<file path="src/rtl/temporal_pkg.sv">
// Shared types and constants for the temporal spike encoder and the
// matching downstream decoder.
package temporal_pkg;

  typedef enum logic [1:0] {
    IDLE,
    WAIT,
    FIRE,
    DONE
  } enc_state_t;

  localparam int DEFAULT_GAMMA_CYCLE_LEN = 16;
  localparam int DEFAULT_PULSE_WIDTH     = 8;

  // Width of a spike-time value; never narrower than one bit.
  function automatic int val_width(input int gamma_len);
    return (gamma_len > 2) ? $clog2(gamma_len) : 1;
  endfunction

endpackage

</file>
<file path="src/rtl/gamma_counter.sv">
// Saturating gamma-cycle counter: clear restarts at 0, counting stops at MAX_T.
// Shared between the temporal encoder and decoder.
module gamma_counter #(
  parameter  int MAX_T = 16,
  localparam int CNT_W = $clog2(MAX_T + 1)
) (
  input  logic             aclk,
  input  logic             grst,
  input  logic             clear,
  input  logic             enable,
  output logic [CNT_W-1:0] t
);

  always_ff @(posedge aclk or posedge grst) begin
    if (grst) begin
      t <= CNT_W'(MAX_T);
    end else if (clear) begin
      t <= '0;
    end else if (enable && (t != CNT_W'(MAX_T))) begin
      t <= t + CNT_W'(1);
    end
  end

endmodule

</file>
<file path="src/rtl/temporal_encoder.sv">
// Temporal spike encoder: turns a spike time into a pulse inside the next gamma cycle.
// Optional macro TEMPORAL_NULL_SPIKE_EN: an all-ones value means "never spike".
module temporal_encoder
  import temporal_pkg::*;
#(
  parameter  int GAMMA_CYCLE_LEN = DEFAULT_GAMMA_CYCLE_LEN,
  parameter  int PULSE_WIDTH     = DEFAULT_PULSE_WIDTH,
  localparam int VAL_W           = val_width(GAMMA_CYCLE_LEN),
  localparam int CNT_W           = $clog2(GAMMA_CYCLE_LEN + 1)
) (
  input  logic             aclk,
  input  logic             grst,
  input  logic             gamma_start,
  input  logic             in_valid,
  input  logic [VAL_W-1:0] in_value,
  output logic             in_ready,
  output logic             spike,
  output logic             spike_done
);

  logic [VAL_W-1:0] pend_val_reg, pend_val_next;
  logic             pend_vld_reg, pend_vld_next;
  logic [VAL_W-1:0] act_val_reg, act_val_next;
  logic             act_vld_reg, act_vld_next;
  enc_state_t       state_reg, state_next;
  logic             spike_reg, spike_next;
  logic             spike_done_reg, spike_done_next;
  logic [CNT_W-1:0] t;
  logic [CNT_W-1:0] t_next;
  logic             xfer;
  logic             is_null;
  int               t_i;
  int               v_i;

  gamma_counter #(
    .MAX_T (GAMMA_CYCLE_LEN)
  ) u_gamma_counter (
    .aclk   (aclk),
    .grst   (grst),
    .clear  (gamma_start),
    .enable (1'b1),
    .t      (t)
  );

`ifdef TEMPORAL_NULL_SPIKE_EN
  assign is_null = (pend_val_reg == '1);
`else
  assign is_null = 1'b0;
`endif

  assign in_ready = ~pend_vld_reg;
  assign xfer     = in_valid & ~pend_vld_reg;

  // Outputs are registered from the next-cycle state, so spike in cycle c
  // depends on the counter value that cycle c will see.
  always_comb begin
    t_next        = gamma_start ? '0
                  : (t == CNT_W'(GAMMA_CYCLE_LEN)) ? t : t + CNT_W'(1);
    act_val_next  = act_val_reg;
    act_vld_next  = act_vld_reg;
    if (gamma_start) begin
      act_val_next = pend_val_reg;
      act_vld_next = pend_vld_reg & ~is_null;
    end
    pend_vld_next = xfer | (pend_vld_reg & ~gamma_start);
    pend_val_next = xfer ? in_value : pend_val_reg;

    t_i = 32'(t_next);
    v_i = 32'(act_val_next);
    spike_next = act_vld_next && (t_i >= v_i) && (t_i < v_i + PULSE_WIDTH)
                 && (t_i < GAMMA_CYCLE_LEN);

    if (!act_vld_next) begin
      state_next = IDLE;
    end else if (spike_next) begin
      state_next = FIRE;
    end else if ((t_i < v_i) && (t_i < GAMMA_CYCLE_LEN)) begin
      state_next = WAIT;
    end else begin
      state_next = DONE;
    end

    // A pulse cut short by a new gamma is an abort, not a completion.
    spike_done_next = (state_reg == FIRE) && !spike_next && !gamma_start;
  end

  always_ff @(posedge aclk or posedge grst) begin
    if (grst) begin
      pend_val_reg   <= '0;
      pend_vld_reg   <= 1'b0;
      act_val_reg    <= '0;
      act_vld_reg    <= 1'b0;
      state_reg      <= IDLE;
      spike_reg      <= 1'b0;
      spike_done_reg <= 1'b0;
    end else begin
      pend_val_reg   <= pend_val_next;
      pend_vld_reg   <= pend_vld_next;
      act_val_reg    <= act_val_next;
      act_vld_reg    <= act_vld_next;
      state_reg      <= state_next;
      spike_reg      <= spike_next;
      spike_done_reg <= spike_done_next;
    end
  end

  assign spike      = spike_reg;
  assign spike_done = spike_done_reg;

endmodule

</file>
<file path="config.mk">
export PLATFORM = sky130hd
export DESIGN_NAME = temporal_encoder
export DESIGN_NICKNAME = d
export VERILOG_FILES = /design/src/rtl/temporal_pkg.sv /design/src/rtl/gamma_counter.sv /design/src/rtl/temporal_encoder.sv
export SDC_FILE = /design/constraint.sdc
export NUM_CORES = 1
export LEC_CHECK = 0
export BUFFER_PORTS_ARGS = -buffer_cell sky130_fd_sc_hd__buf_2
export CAP_MARGIN = 15
export CORE_ASPECT_RATIO = 1.2
export CORE_MARGIN = 2
export CORE_UTILIZATION = 50
export CTS_BUF_LIST = sky130_fd_sc_hd__clkbuf_2 sky130_fd_sc_hd__clkbuf_4 sky130_fd_sc_hd__clkbuf_8
export DETAILED_ROUTE_END_ITERATION = 8
export GPL_TIMING_DRIVEN = 0
export PLACE_DENSITY = 0.7
export SLEW_MARGIN = 20
export SYNTH_ARGS = -nofsm -noshare
export SYNTH_HDL_FRONTEND = slang
export SYNTH_HIERARCHICAL = 1
export SYNTH_SLANG_ARGS = --single-unit
</file>
<file path="constraint.sdc">
create_clock -name aclk -period 2.6 [get_ports aclk]
set_clock_uncertainty 0.15 [all_clocks]
set_input_delay 0.13 -clock aclk [delete_from_list [all_inputs] [get_ports aclk]]
set_output_delay 0.13 -clock aclk [all_outputs]
set_load 0.01 [all_outputs]
</file>
* Yosys cells after proc, flatten, opt, wreduce, memory -nomap -nowiden *
Index checks and enable logic that the tools add are counted.

storage, ports and cells
  input port bits = 8
  flip-flop bits (word level) = 19
  output and inout bits = 3
  logic and storage cells = 40

cells by class
  add/sub/neg operators = 2
  eq/ne operators = 3
  magnitude comparators = 4
  muxes and demuxes = 9
  bitwise gates (word level) = 5
  reductions and logical operators = 9

operators with widths
  cell                                                           count
  5-bit 2-to-1 mux                                               4
  1-bit logical AND                                              6
  2-bit 2-to-1 mux                                               3
  4-bit by 4-bit adder with 5-bit output, second input constant  1
  5-bit by 1-bit adder with 5-bit output, second input constant  1
  5-bit == test, second input constant                           1
  5-bit by 4-bit greater-or-equal comparator with 1-bit output   1
  5-bit by 4-bit < comparator with 1-bit output                  1
  5-bit < comparator                                             1
  5-bit < comparator, second input constant                      1
  5-bit != test, second input constant                           1
  4-bit 2-to-1 mux                                               1
  1-bit bitwise AND                                              2
  2-bit == test, second input constant                           1
  1-bit logical NOT                                              2
  1-bit inverter                                                 2
  2-bit nonzero test                                             1
  1-bit 2-to-1 mux                                               1
  1-bit OR                                                       1

* Depth between registers and ports, before layout *
  depth in word-level cells = 10
  depth in mapped cells = 10
  gate-level depth less buffers = 10

* By module *
The synthesis kept the hierarchy.

modules (own cells, without submodules)
  module            cells each  instances  area an instance (um^2)  sequential area each (um^2)
  temporal_encoder  72          1          848.3                    350.3
  gamma_counter     29          1          285.3                    126.4

* Least setup slack after synthesis *
No wires, ideal clock.

  kind = register -> register
  start = register u_gamma_counter.t[0]
  end = register state_reg[0]
  clock period less this slack = 2495 ps
  setup slack = 105 ps
  arrival time = 2216 ps
  cell stages (with the launch flop) = 10
  cell sequence = dfrtp_1 > inv_1 > ha_1 > nand3b_1 > o21ai_0 > or3b_2 > ha_1 > and3b_1 > nor4b_4 > o41a_1

on the way
  cells in the longest elaborated chain, start to end = 9
  elaborated cells on any way between the ends = 12
  classes of those cells = 1 x add/sub; 3 x order compare; 1 x eq/ne; 4 x mux; 3 x reduce/logical

ends and longest elaborated chain
  element                                                                  line                     text
  start, declared                                                          gamma_counter.sv:11      output logic [CNT_W-1:0] t
  start signal, assigned                                                   gamma_counter.sv:16      t <= CNT_W'(MAX_T);
  start signal, assigned                                                   gamma_counter.sv:20      t <= t + CNT_W'(1);
  5-bit by 1-bit adder with 5-bit output or 5-bit == test (tied branches)  temporal_encoder.sv:58   : (t == CNT_W'(GAMMA_CYCLE_LEN)) ? t : t + CNT_W'(1);
  5-bit 2-to-1 mux *                                                       temporal_encoder.sv:58
  5-bit 2-to-1 mux *                                                       temporal_encoder.sv:57   t_next = gamma_start ? '0
  5-bit by 4-bit greater-or-equal comparator with 1-bit output             temporal_encoder.sv:70   spike_next = act_vld_next && (t_i >= v_i) && (t_i < v_i + PULSE_WIDTH)
  1-bit logical AND (2 in series)                                          temporal_encoder.sv:70
  1-bit logical AND *                                                      temporal_encoder.sv:71   && (t_i < GAMMA_CYCLE_LEN);
  2-bit 2-to-1 mux *                                                       temporal_encoder.sv:75   end else if (spike_next) begin
  2-bit 2-to-1 mux *                                                       temporal_encoder.sv:73   if (!act_vld_next) begin
  net state_next[0]                                                        temporal_encoder.sv:25   enc_state_t state_reg, state_next;
  end signal, assigned                                                     temporal_encoder.sv:101  state_reg <= state_next;
  end, declared                                                            temporal_encoder.sv:25

Mark *: on every way through the listed nets, which the timed path passes. The rest lies on a longest branch.
A chain may end at the register's enable or synchronous reset.

* Worst setup path after layout *
  start = register u_gamma_counter.t[1]
  end = register state_reg[1]

on the way
  cells in the longest elaborated chain, start to end = 9
  elaborated cells on any way between the ends = 15
  classes of those cells = 1 x add/sub; 4 x order compare; 1 x eq/ne; 5 x mux; 4 x reduce/logical

ends and longest elaborated chain
  element                                                                  line
  5-bit by 1-bit adder with 5-bit output or 5-bit == test (tied branches)  temporal_encoder.sv:58
  5-bit 2-to-1 mux *                                                       temporal_encoder.sv:58
  5-bit 2-to-1 mux *                                                       temporal_encoder.sv:57
  5-bit by 4-bit greater-or-equal comparator with 1-bit output             temporal_encoder.sv:70
  1-bit logical AND (2 in series)                                          temporal_encoder.sv:70
  1-bit logical AND                                                        temporal_encoder.sv:71
  2-bit 2-to-1 mux *                                                       temporal_encoder.sv:75
  2-bit 2-to-1 mux *                                                       temporal_encoder.sv:73
  net state_next[1]                                                        temporal_encoder.sv:25

Marked as above.

==> results.toml <==
[power_and_ir_drop]
leakage_nw = 0.7144
cell_internal_pwr_w = 0.0005417
power_density_mw_per_mm2 = 541.5
seqPwrFrac_pct = 46.8
peakVddDrop_uv = 313.9
p_switching_w = 0.0002368
swShare_pct = 30.41
p_comb_share_pct = 32.7
power_w = 0.0007785
clock_power_share_pct = 20.5

[synthesis]
synthAdderAreaFrac_pct = 11.04
synth_compound_area_share_pct = 9.823
ys_ff_latch = 19
synth_area_per_cell_um2 = 11.22
seq_area_frac_synth_pct = 42.05
yosys.area_share.simple_pct = 17.22
syn-cell-area_mm2 = 0.001134
synth_area_leaders = "dfrtp_1 (40%), ha_1 (11%), mux2_2 (6.0%)"
synth_top_family_by_area = "simple AND/OR/NAND/NOR gates"
ys_types = 38
synthMuxAreaShare_pct = 11.81
synth_area_leader_cell = "dfrtp_1"
synthXorXnorAreaFrac_pct = 2.318
netlist_instances = 101
synth_top_area_share_pct = 39.74
yosys_warnings = 6

[global_routing]
overflow = 0
track_usage_pct = 19.44
grt_max_degree = 15
first_global_vias = 853
antenna_found_initial = 0
grt_first_pass_wirelength_um = 3691

[hold_path]
hold_class = "in2reg"
worstHoldEndpoint = "u_gamma_counter/t[0]$_DFFE_PP0P_"
min_from = "gamma_start"
hold_depth = 3

[setup_path]
critPathMaxFanout = 3
r2r-start = "u_gamma_counter/t[1]$_DFFE_PP0P_"
reg2reg_depth = 9
regToRegEndpoint = "state_reg[1]$_DFF_PP0_"
end_kind = "flop"
rrSetupSlack_ns = 0.05
crit_path_start_kind = "flop"
required_ns = 2.63
cp.arrival_ns = 2.58
critical_path_class = "reg2reg"

[clocking]
htreeDepth = 1
cts.sinks = 19
clock-root-buffer = "clkbuf_4"
cts_tree = "done"
clk_latency_ns = 0.30
clkTransAtPathRegs_ns = 0.10
numCtsBuffers = 3
cts_buffer_depth = 2

[timing]
hold_viol = 0
setup_viol = 0
worst_slew_pin_slew_ns = 0.5268
min_period_ns = 2.547
fmax_mhz = 392.6
rsz0062_at_grt = "yes"
drv_slew = 0
layout_setup_ws_ns = 0.05283
slew_headroom_pct = 64.84
timing.final.crit_share_pct = 97.97

[placement]
place_ws_ns = -0.08107
io_buffers = 10
dp_hpwl_um = 1573
place_congestion = 0.7602
dpl_cell_area_mm2 = 0.001232

[layout]
final_common_cell = "dfrtp_1"
design_area_mm2 = 0.001438
area_growth_syn_to_layout_pct = 26.82
largest_reg_flops = 5
final_cell_mix = "dfrtp_1 (16), inv_1 (14), buf_2 (11), ha_1 (8), buf_4 (7)"
n_fill_cell = 164
drive_above_1_share_pct = 34.59
diodes = 0
nets = 152

[die]
initial_core_util_pct = 54.12
num_rows = 18
die_h_um = 56.16
die-area_mm2 = 0.002666
core-area_mm2 = 0.002095
die_x_um = 47.47
num_io_pins = 11

[detailed_routing]
drt_iter0_drc = 5
ant_nets = 0
wl_per_cell_um = 13.83
via_per_inst = 5.135
drc = 0
first_pass_iters = 4
drt-total-wl_um = 2255
dr_total_vias = 837

[status]
status = "finished, final reports clean"

[job]
cap_violations = 0
## power groups by stage
| stage | clock [W] | combinational [W] | sequential (W) |
|---|---|---|---|
| 3_5_place_dp | 0 | 0.000205 | 0.000374 |
| 3_3_place_gp | 0 | 0.000195 | 0.000371 |
| 2_1_floorplan | 0 | 0.000158 | 0.000369 |
| 5_1_grt | 0.000183 | 0.000279 | 0.000370 |
| 6_report | 0.000159 | 0.000255 | 0.000364 |
| 4_1_cts | 0.000164 | 0.000225 | 0.000366 |
## stage by stage
step	setup TNS, ns	cells	hold WS, ns	util [%]
floorplan	0	104	-0.2422	-
global placement	-0.06703	144	-0.1043	58.84
detailed placement	-0.1503	144	-0.09861	58.84
CTS	0	158	0.08500	64.76
global route	-0.07338	163	0.1186	68.64
finish	0	163	0.08324	68.64
## synthesized netlist by cell type
library cell  count
nand2_1           3
xor2_1            2
o21ai_0           1
nor4b_2           1
mux2i_1           4
nand3_1           2
dfrtp_1          18
a41o_1            1
ha_1             10
nor3_1            2
dfstp_2           1
o21bai_1          1
inv_2             1
inv_1            14
a21o_1            1
o41a_1            2
nand3b_1          2
a211oi_1          1
nor2b_1           3
nor2_1            6
a21oi_1           2
nand3_2           1
a41oi_2           1
o211ai_1          1
conb_1            1
nor4b_4           1
nor4_4            1
buf_2             1
o211a_1           1
or2b_1            1
xnor2_1           1
nand4_1           2
mux2_2            6
o21a_1            1
mux2_4            1
mux2_1            1
or3b_2            1
and3b_1           1
## worst max-delay path by stage
stage | from | end | slack (ns) | cells past startpoint
2_1_floorplan | u_gamma_counter/t[0]$_DFFE_PP0P_ | state_reg[0]$_DFF_PP0_ | 0.10 | 9
3_3_place_gp | u_gamma_counter/t[0]$_DFFE_PP0P_ | state_reg[0]$_DFF_PP0_ | -0.04 | 9
3_5_place_dp | u_gamma_counter/t[0]$_DFFE_PP0P_ | spike_done$_DFF_PP0_ | -0.08 | 10
4_1_cts | u_gamma_counter/t[0]$_DFFE_PP0P_ | spike_done$_DFF_PP0_ | 0.005 | 10
5_1_grt | u_gamma_counter/t[1]$_DFFE_PP0P_ | spike_done$_DFF_PP0_ | -0.05 | 9
6_report | u_gamma_counter/t[1]$_DFFE_PP0P_ | state_reg[1]$_DFF_PP0_ | 0.05 | 9
## worst max-delay path: stages (launching register included)
cell and delay (ns):
dfrtp_2 0.44, buf_6 0.13, ha_4 0.16, or2b_1 0.23, a21oi_2 0.12, ha_1 0.27
a21o_1 0.26, buf_4 0.15, o21a_1 0.16, o41a_1 0.37
## final cells by class
cell class              count  area (um^2)  area share, %
plain buffers               1        5.005         0.3481
clock buffers               4        30.03          2.089
inverters                  15        56.30          3.916
multi-input cells          69        644.4          44.82
flip-flops and latches     19        479.2          33.33
well taps                  30        37.54          2.611
repair buffers             25        185.2          12.88
## logic make-up (layout without fill, tap and decap cells)
kind of cell	after synthesis	in the layout
mux	12	12
simple gates	27	27
flops	19	19
xor+xnor	3	3
compound gates	13	13
other cells	1	4
fa+ha+maj	10	10
buf+inv	16	45
## timing repair
item,4_1_cts,5_1_grt
endpoints found under the setup margin,2,3
setup buffers,4,5
pin swaps,0,8
endpoints found under the hold margin,25,0
cloned,0,0
gates resized for setup,3,9
hold buffers,6,0
## layer usage
metal | routed length, um | up-vias | global-route usage [%]
met5 | 0 | - | 0
met4 | 59 | 0 | 10.32
met3 | 46 | 7 | 3.571
met2 | 1265 | 11 | 34.36
met1 | 883 | 408 | 19.92
li1 | - | 411 | -
(Power assumes the default switching activity.)
